--- src/rtl/bit_serial_exec_pkg.sv ---
// Shared definitions for the bit-serial CPU: opcodes, execute-stage states
// and opcode classification helpers.
package cpu_pkg;

   localparam logic [3:0] OP_NOP = 4'd0;
   localparam logic [3:0] OP_LDI = 4'd1;
   localparam logic [3:0] OP_ADD = 4'd2;
   localparam logic [3:0] OP_SUB = 4'd3;
   localparam logic [3:0] OP_AND = 4'd4;
   localparam logic [3:0] OP_OR  = 4'd5;
   localparam logic [3:0] OP_XOR = 4'd6;
   localparam logic [3:0] OP_NOT = 4'd7;

   typedef enum logic [1:0] {
      IDLE = 2'd0,
      EXEC = 2'd1,
      DONE = 2'd2
   } state_t;

   // Opcodes that run through the serial ALU for WIDTH cycles.
   function automatic logic is_alu_op(input logic [3:0] op);
      return (op >= OP_LDI) && (op <= OP_NOT);
   endfunction

   // Upper half of the opcode space is reserved.
   function automatic logic is_reserved(input logic [3:0] op);
      return op[3];
   endfunction

endpackage

--- src/rtl/bit_serial_exec_if.sv ---
// Instruction handshake between the two-nibble loader (master) and the
// execute stage (slave).
interface bit_serial_exec_if #(
   parameter int WIDTH = 12
);
   logic             instr_valid;
   logic             instr_ready;
   logic [3:0]       opcode;
   logic [WIDTH-1:0] operand;

   modport master (output instr_valid, opcode, operand, input instr_ready);
   modport slave  (input instr_valid, opcode, operand, output instr_ready);
endinterface

--- src/rtl/bit_serial_exec_alu_bit.sv ---
// Combinational 1-bit ALU slice; the carry flop lives in the caller.
module serial_alu_bit
   import cpu_pkg::*;
(
   input  logic       a,
   input  logic       b,
   input  logic       carry_in,
   input  logic [3:0] opcode,
   output logic       res,
   output logic       carry_out
);

   logic b_inv;
   assign b_inv = ~b;

   // Bitwise function select; subtract is add of the inverted operand.
   always_comb begin
      res       = 1'b0;
      carry_out = 1'b0;
      case (opcode)
         OP_LDI: res = b;
         OP_ADD: begin
            res       = a ^ b ^ carry_in;
            carry_out = (a & b) | (a & carry_in) | (b & carry_in);
         end
         OP_SUB: begin
            res       = a ^ b_inv ^ carry_in;
            carry_out = (a & b_inv) | (a & carry_in) | (b_inv & carry_in);
         end
         OP_AND: res = a & b;
         OP_OR:  res = a | b;
         OP_XOR: res = a ^ b;
         OP_NOT: res = ~a;
         default: res = 1'b0;
      endcase
   end

endmodule

--- src/rtl/bit_serial_exec.sv ---
// Execute stage of the bit-serial CPU: one instruction at a time, LSB-first
// through a 1-bit ALU against the accumulator, one bit per clock.
//
// state | meaning
// IDLE  | ready for an instruction; latch opcode/operand on accept
// EXEC  | one result bit per cycle, WIDTH cycles; flags commit on the last
// DONE  | one-cycle retire strobe (plus illegal for reserved opcodes)
module bit_serial_exec
   import cpu_pkg::*;
#(
   parameter int WIDTH = 12
) (
   input  logic             clk,
   input  logic             rst_n,
   bit_serial_exec_if.slave instr,
   output logic             busy,
   output logic             done,
   output logic             illegal,
   output logic             serial_bit,
   output logic [WIDTH-1:0] acc_out,
   output logic             flag_z,
   output logic             flag_c
);

   localparam int CNT_W = $clog2(WIDTH);

   state_t           state;
   logic [3:0]       op_q;
   logic [WIDTH-1:0] acc;
   logic [WIDTH-1:0] b_sr;
   logic [CNT_W-1:0] cnt;
   logic             carry;
   logic             run_zero;
   logic             res;
   logic             cout;
   logic             last_bit;
   logic             arith;

   serial_alu_bit u_alu (
      .a         (acc[0]),
      .b         (b_sr[0]),
      .carry_in  (carry),
      .opcode    (op_q),
      .res       (res),
      .carry_out (cout)
   );

   assign last_bit          = (cnt == CNT_W'(WIDTH - 1));
   assign arith             = (op_q == OP_ADD) || (op_q == OP_SUB);
   assign instr.instr_ready = (state == IDLE);
   assign busy              = (state != IDLE);
   assign done              = (state == DONE);
   assign illegal           = done && is_reserved(op_q);
   assign serial_bit        = (state == EXEC) && res;
   assign acc_out           = acc;

   // Sequencer and serial datapath; reset mid-EXEC discards the partial result.
   always_ff @(posedge clk or negedge rst_n) begin
      if (!rst_n) begin
         state    <= IDLE;
         op_q     <= OP_NOP;
         acc      <= '0;
         b_sr     <= '0;
         cnt      <= '0;
         carry    <= 1'b0;
         run_zero <= 1'b0;
         flag_z   <= 1'b0;
         flag_c   <= 1'b0;
      end else begin
         case (state)
            IDLE: begin
               if (instr.instr_valid) begin
                  op_q     <= instr.opcode;
                  b_sr     <= instr.operand;
                  cnt      <= '0;
                  carry    <= (instr.opcode == OP_SUB);
                  run_zero <= 1'b1;
                  state    <= is_alu_op(instr.opcode) ? EXEC : DONE;
               end
            end
            EXEC: begin
               acc  <= {res, acc[WIDTH-1:1]};
               b_sr <= b_sr >> 1;
               cnt  <= cnt + 1'b1;
               if (arith) carry <= cout;
               if (res) run_zero <= 1'b0;
               if (last_bit) begin
                  state  <= DONE;
                  flag_z <= run_zero && !res;
                  flag_c <= arith && cout;
               end
            end
            DONE:    state <= IDLE;
            default: state <= IDLE;
         endcase
      end
   end

endmodule

--- src/flat_wrapper.sv ---
// flat-port wrapper written by rule: the top's interface ports become plain ports
module bit_serial_exec_flat import cpu_pkg::*;
#(
   parameter int WIDTH = 12
)
  (clk, rst_n, busy, done, illegal, serial_bit, acc_out, flag_z, flag_c, instr_instr_valid, instr_opcode, instr_operand, instr_instr_ready);
  bit_serial_exec_if #(.WIDTH(WIDTH)) instr_i ();
  input  logic clk;
  input  logic rst_n;
  output logic busy;
  output logic done;
  output logic illegal;
  output logic serial_bit;
  output logic [WIDTH-1:0] acc_out;
  output logic flag_z;
  output logic flag_c;
  input wire logic [$bits(instr_i.instr_valid)-1:0] instr_instr_valid;
  input wire logic [$bits(instr_i.opcode)-1:0] instr_opcode;
  input wire logic [$bits(instr_i.operand)-1:0] instr_operand;
  output wire logic [$bits(instr_i.instr_ready)-1:0] instr_instr_ready;
  assign instr_i.instr_valid = instr_instr_valid;
  assign instr_i.opcode = instr_opcode;
  assign instr_i.operand = instr_operand;
  assign instr_instr_ready = instr_i.instr_ready;
  bit_serial_exec #(.WIDTH(WIDTH)) u_core (.clk(clk), .rst_n(rst_n), .instr(instr_i), .busy(busy), .done(done), .illegal(illegal), .serial_bit(serial_bit), .acc_out(acc_out), .flag_z(flag_z), .flag_c(flag_c));
endmodule
--- config.mk ---
export PLATFORM = sky130hd
export DESIGN_NAME = bit_serial_exec_flat
export DESIGN_NICKNAME = d
export VERILOG_FILES = /design/src/rtl/bit_serial_exec_pkg.sv /design/src/rtl/bit_serial_exec_if.sv /design/src/rtl/bit_serial_exec_alu_bit.sv /design/src/rtl/bit_serial_exec.sv /design/src/flat_wrapper.sv
export SDC_FILE = /design/constraint.sdc
export NUM_CORES = 1
export LEC_CHECK = 0
export CORE_MARGIN = 2
export CORE_UTILIZATION = 46
export CTS_CLUSTER_DIAMETER = 150
export DETAILED_ROUTE_END_ITERATION = 6
export HOLD_SLACK_MARGIN = 0.05
export PLACE_DENSITY = 0.75
export REMOVE_ABC_BUFFERS = 1
export SLEW_MARGIN = 20
export SYNTH_ARGS = -nofsm -noshare
export SYNTH_HDL_FRONTEND = slang
export SYNTH_HIERARCHICAL = 1
export SYNTH_SLANG_ARGS = --single-unit
export TNS_END_PERCENT = 10
--- constraint.sdc ---
create_clock -name clk -period 2.1 [get_ports clk]
set_clock_uncertainty 0.15 [all_clocks]
set_input_delay 0.42 -clock clk [delete_from_list [all_inputs] [get_ports clk]]
set_output_delay 0.42 -clock clk [all_outputs]
set_load 0.03 [all_outputs]
# Word-level counts from Yosys, hierarchy flattened
# Cells that the tools add are included.
[classes]
n_bitwise = 16
n_mul = 0
mux = 16
magnitude_cmp = 2
n_div = 0
n_eq_ne = 15
n_reduce_logical = 16
addsub = 1
shifts = 0
[ops]
columns = ["op", "n"]
rows = [
  ["one-hot mux 12 bit (2 select lines)", 1],
  ["== test 4 x 3 -> 1 bit (second input constant)", 4],
  ["== test 4 x 2 -> 1 bit (second input constant)", 3],
  ["two-way mux 12 bit", 1],
  ["one-hot mux 4 bit (2 select lines)", 1],
  ["AND reduction 2 bit", 4],
  ["one-hot mux 1 bit (7 select lines)", 1],
  ["two-way mux 2 bit", 3],
  ["inequality test 2 x 1 -> 1 bit (second input constant)", 3],
  ["one-hot mux 1 bit (2 select lines)", 3],
  ["AND reduction 3 bit", 2],
  ["bitwise AND 1 bit", 5],
  ["logical AND 1 bit", 5],
  ["bitwise OR 1 bit", 5],
  ["adder 4 x 1 -> 4 bit (second input constant)", 1],
  ["== test 4 x 1 -> 1 bit (second input constant)", 1],
  ["== test 4 bit (second input constant)", 1],
  ["greater-or-equal comparator 4 x 1 -> 1 bit (second input constant)", 1],
  ["<= comparator 4 x 3 -> 1 bit (second input constant)", 1],
  ["two-way mux 1 bit", 4],
  ["two-way mux 4 bit", 1],
  ["one-hot mux 2 bit (2 select lines)", 1],
  ["nonzero test 2 bit", 2],
  ["XOR 1 bit", 4],
  ["other kinds (7)", 8],
]
[word_totals]
word_cells = 75
mem_bits_rw = 0
regBits = 38
inputBits = 19
romBits = 0
latch_bits = 0
out_inout_bits = 19
n_memories = 0

# Logic depth before layout (Yosys ltp)
[depth]
depth_word = 7
mapped_depth = 7
mapped_depth_nobuf = 7

# Hierarchy
# Netlist, hierarchy kept.
[by_module_without_submodules]
columns = ["module", "cells_per_inst", "n_inst", "seq_area_each_um2", "area_per_inst_um2"]
rows = [
  ["bit_serial_exec", 187, 1, 950.9, 1736.7],
  ["serial_alu_bit", 23, 1, 0.0, 175.2],
]

# Worst setup path before layout
# OpenSTA, ideal clock, no wires.
[synth_path]
kind = "register to output"
start = "register u_core.acc[0] (netlist: u_core/acc_out[0])"
end = "output port serial_bit"
n_path_buf = 0
path_slack_ns = -0.349
t_required_ns = 1.530
arrival_ns = 1.879
stages_incl_launch_ff = 8
path_cell_list = "dfrtp_1 inv_1 ha_1 and3b_1 nor4_2 o221a_1 nand2_1 inv_1"
[synth_via]
elab_chain_len = 4
elab_cells_between_ends = 9
cone_classes = "mux (1); bitwise (7); reduce/logical (1)"
[synth_rtl]
columns = ["item", "line", "text"]
rows = [
  ["start, declared", "bit_serial_exec.sv:29", "logic [WIDTH-1:0] acc;"],
  ["start signal, assigned", "bit_serial_exec.sv:82", "acc <= {res, acc[WIDTH-1:1]};"],
  ["XOR 1 bit (on tied branches)", "bit_serial_exec_alu_bit.sv:27, bit_serial_exec_alu_bit.sv:23, bit_serial_exec_alu_bit.sv:32", ""],
  ["XOR 1 bit (on tied branches)", "bit_serial_exec_alu_bit.sv:27, bit_serial_exec_alu_bit.sv:23", ""],
  ["one-hot mux 1 bit (7 select lines) *", "bit_serial_exec_alu_bit.sv:20", "case (opcode)"],
  ["named net u_core.res", "bit_serial_exec.sv:34", "logic res;"],
  ["logical AND 1 bit *", "bit_serial_exec.sv:54", "assign serial_bit = (state == EXEC) && res;"],
  ["end, declared", "flat_wrapper.sv:13", "output logic serial_bit;"],
]
# The timed path passes the listed nets; every way through them passes the cells marked *.

# Worst setup path after layout
[layout_path]
start = "register u_core.b_sr[0]"
end = "output port serial_bit"
[layout_via]
elab_chain_len = 5
elab_cells_between_ends = 9
cone_classes = "mux (1); bitwise (7); reduce/logical (1)"
[layout_rtl]
columns = ["item", "line", "text"]
rows = [
  ["start, declared", "bit_serial_exec.sv:30", "logic [WIDTH-1:0] b_sr;"],
  ["start signal, assigned", "bit_serial_exec.sv:74", "b_sr <= instr.operand;"],
  ["start signal, assigned", "bit_serial_exec.sv:83", "b_sr <= b_sr >> 1;"],
  ["NOT 1 bit", "bit_serial_exec_alu_bit.sv:14", "assign b_inv = ~b;"],
  ["XOR 1 bit (2 in a row)", "bit_serial_exec_alu_bit.sv:27", "res = a ^ b_inv ^ carry_in;"],
  ["one-hot mux 1 bit (7 select lines) *", "bit_serial_exec_alu_bit.sv:20", ""],
  ["named net u_core.res", "bit_serial_exec.sv:34", ""],
  ["logical AND 1 bit *", "bit_serial_exec.sv:54", ""],
]
# Marked as above.

==> summary.md <==
| Metric | Value |
|---|---|
| CP endpoint kind | `output pin` |
| Layout cells sized above 1 | `14.2%` |
| Sw Ratio | `39.4%` |
| Synthesis-to-layout area growth | `34.5%` |
| Worst R2R Setup Slack | `-110 ps` |
| Failing checks | `negative setup slack` |
| RR Startpoint | `u_core/b_sr[0]` |
| Buffers on Ports | `37` |
| Initial antenna violation count | `0` |
| Fill cells | `351` |
| Seq cells post-synth | `38` |
| Mux cell area share after synthesis | `less than 1%` |
| Reg2reg end | `u_core/run_zero` |
| Adder-cell share of the synthesized area | `between 2 and 3%` |
| Clock power share | `slightly below 20%` |
| Worst path required time | `1530 ps` |
| Hold Path Class | `flip-flop to flip-flop` |
| Vias in the first global route | `1597` |
| Slew Limit Headroom | `between 60% and 70%` |
| Pwr dens | `1500 nW/µm²` |
| Core Area | `about 4000 µm²` |
| Status | `finished with violations` |
| CTS tree | `built` |
| Drc violations | `0` |
| Yosys top cell by area | `dfrtp_1` |
| Overall Power | `3.86 mW` |
| Gpl congestion | `0.781` |
| Die width | `68.5 µm` |
| Worst-path fanout max | `4` |
| Layout Nets | `283` |
| Post-synthesis cell count | `210` |
| RSZ-0062 raised after global routing | `yes` |
| Maximum VDD drop | `971 µV` |
| Global-route wire length before repair | `7.20 mm` |
| Slew Viols, Final | `0` |
| Post-synth top cells | `54 x nand2_1, 38 x dfrtp_1, 18 x o21ai_0` |
| Hold Path Stages | `1` |
| Largest net degree at the start of global routing | `39` |
| Setup CP Type | `flip-flop to output pin` |
| I/O pin count | `38` |
| HPWL after DPL | `2.81 mm` |
| Worst-Skew Late Latency | `290 ps` |
| EDFF count, synth | `0` |
| TritonRoute pass-1 iters | `4` |
| Leak Pwr | `1.22 nW` |
| Initial Util | `47.8%` |
| Post-synthesis compound-gate area fraction | `17.8%` |
| Count leader, synth | `nand2_1` |
| Sw Pwr | `1.52 mW` |
| Synth unique cells | `37` |
| CTS Root Buffer Type | `clkbuf_8` |
| CTS H-tree depth | `2` |
| Synth top area share | `about half` |
| Ys async rst share | `100%` |
| Via density per instance | `5.29` |
| Min-delay src | `u_core/run_zero` |
| CTS max path bufs | `2` |
| Die Ht | `68.5 µm` |
| FMAX | `395 MHz` |
| Sequential Power Share | `roughly a third` |
| Hold Path End | `u_core/run_zero` |
| Internal Power | `about 2.3 mW` |
| Starting DRC count in detailed routing | `98` |
| Crit start category | `flip-flop` |
| Total Wirelength | `approximately 4.3 mm` |
| Total grt overflow | `0` |
| Max_cap viols | `0` |
| Clock sinks | `38` |
| Die area | `4690 µm²` |
| Final worst path period share | `120%` |
| Simple-gate share of the synthesized area | `23.8%` |
| Antenna-violating nets left | `0` |
| Logic gate share of total power | `46.6%` |
| Syn avg cell area | `9.10 µm²` |
| Cell Area, Synth | `1910 µm²` |
| Ys Warns | `6` |
| Register area share after synthesis | `49.7%` |
| R2R depth | `10` |
| Minimum clock period | `2530 ps` |
| Synth Area in XOR/XNOR | `less than 1%` |
| Measured slew at the worst slew-check pin | `476 ps` |
| Setup_tns | `-537 ps` |
| Routed via count | `roughly 1600` |
| Largest family of logic cells by synthesized area | `simple AND/OR/NAND/NOR gates` |
| Site Rows | `23` |
| Clock buffer count from CTS | `5` |
| CTS clk-pin slew, worst paths | `70 ps` |
| Synth top area cells | `dfrtp_1 50%, nand2_1 11%, o21ai_0 4.7%` |
| Setup slack after layout | `-430 ps` |
| # setup viols final | `2` |
| WP data arrival | `1960 ps` |
| Total Routing Usage GR | `20.9%` |
| Hold Violations, Final | `0` |
| Drt wl/cell | `13.7 µm` |
| Primary FF master, synth | `dfrtp_1` |
| Inserted Diodes | `0` |
==> routing by layer <==
| metal | up-vias | GRT usage (%) | wire [µm] |
|---|---|---|---|
| li1 | 819 | - | - |
| met1 | 789 | 27.1 | 1860 |
| met2 | 33 | 34.1 | 2150 |
| met3 | 5 | 5.59 | 193 |
| met4 | 0 | 6.00 | 50 |
| met5 | - | 0 | 0 |
==> how the worst max path moves through the flow <==
stage,startpoint,endpoint
finish,u_core/b_sr[0],serial_bit
global placement,u_core/b_sr[0],serial_bit
detailed placement,u_core/acc_out[0],serial_bit
global route,u_core/b_sr[0],serial_bit
CTS,u_core/acc_out[0],serial_bit
floorplan,u_core/state[0],serial_bit
==> power by group through the flow <==
stage	Combinational [mW]	Sequential [mW]	Clock [mW]
2_1_floorplan	0.839	1.48	0
3_3_place_gp	1.71	1.29	0
3_5_place_dp	1.74	1.30	0
4_1_cts	1.79	1.29	0.780
5_1_grt	1.99	1.33	0.811
6_report	1.80	1.29	0.765
==> cells in the final DEF (no fill, tap or decap), types with 2 or more instances in the layout <==
| cell type | n |
|---|---|
| ha_1 | 3 |
| nand3_1 | 7 |
| nand3b_1 | 2 |
| inv_1 | 5 |
| nor2b_1 | 14 |
| buf_6 | 3 |
| a31oi_1 | 3 |
| o21ai_0 | 18 |
| bufinv_16 | 2 |
| nand2b_1 | 2 |
| buf_4 | 17 |
| clkbuf_8 | 6 |
| dlymetal6s2s_1 | 2 |
| nand2_1 | 54 |
| a21oi_1 | 12 |
| a22oi_1 | 11 |
| inv_2 | 2 |
| clkdlybuf4s50_1 | 30 |
| dfrtp_1 | 38 |
| and4b_1 | 2 |
| nor2_1 | 5 |
==> cell type report <==
| type | count | area [µm²] | share of cell area, % |
|---|---|---|---|
| sequential | 38 | 951 | 37.0 |
| tap | 50 | 62.6 | 2.43 |
| multi-input combinational | 153 | 878 | 34.2 |
| inverter | 7 | 26.3 | 1.02 |
| clock inverter | 2 | 60.1 | 2.34 |
| timing repair buffer | 55 | 510 | 19.9 |
| clock buffer | 6 | 82.6 | 3.21 |
==> state kept, by name, summed over array words and instances (netlist names) <==
| register | flops |
|---|---|
| u_core/state | 2 |
| u_core/flag_z | 1 |
| u_core/b_sr | 12 |
| u_core/run_zero | 1 |
| u_core/cnt | 4 |
| u_core/carry | 1 |
| u_core/flag_c | 1 |
| u_core/acc_out | 12 |
| u_core/op_q | 4 |
==> stage by stage <==
step	setup WS (ps)	util [%]	hold slack, ps	area (µm²)	std cells
6_report	-430	64.3	340	2570	311
4_1_cts	-389	63.8	338	2550	310
2_1_floorplan	-416	-	-25.6	1840	198
3_5_place_dp	-143	59.4	321	2380	300
5_1_grt	-531	64.3	363	2570	311
3_3_place_gp	-93.9	59.4	310	2380	300
==> kinds of logic (layout without fill, tap and decap cells) <==
family / count (synthesis) / count (layout)
AND/OR/NAND/NOR: 93 / 93
flip-flops: 38 / 38
adder cells (fa/ha/maj): 4 / 4
AO/OA/AOI/OAI: 54 / 54
XOR/XNOR: 1 / 1
buffers and inverters: 19 / 70
multiplexers: 1 / 1
==> worst max-delay path, stage by stage (launching register included) <==
cell	delay, ps
dfrtp_1	360
inv_2	60
ha_4	270
and4b_1	190
nor4_2	220
o221a_1	280
nand2_1	90
inv_1	70
buf_6	120
==> repair_timing <==
item                       in CTS  in global routing
hold endpoints to repair       38                  0
gates resized for setup         5                  4
buffers inserted                1                  1
setup endpoints to repair       2                  4
hold buffers                    1                  0
pin swaps                       2                  3
No activity file was read; power rests on OpenSTA's default activity.
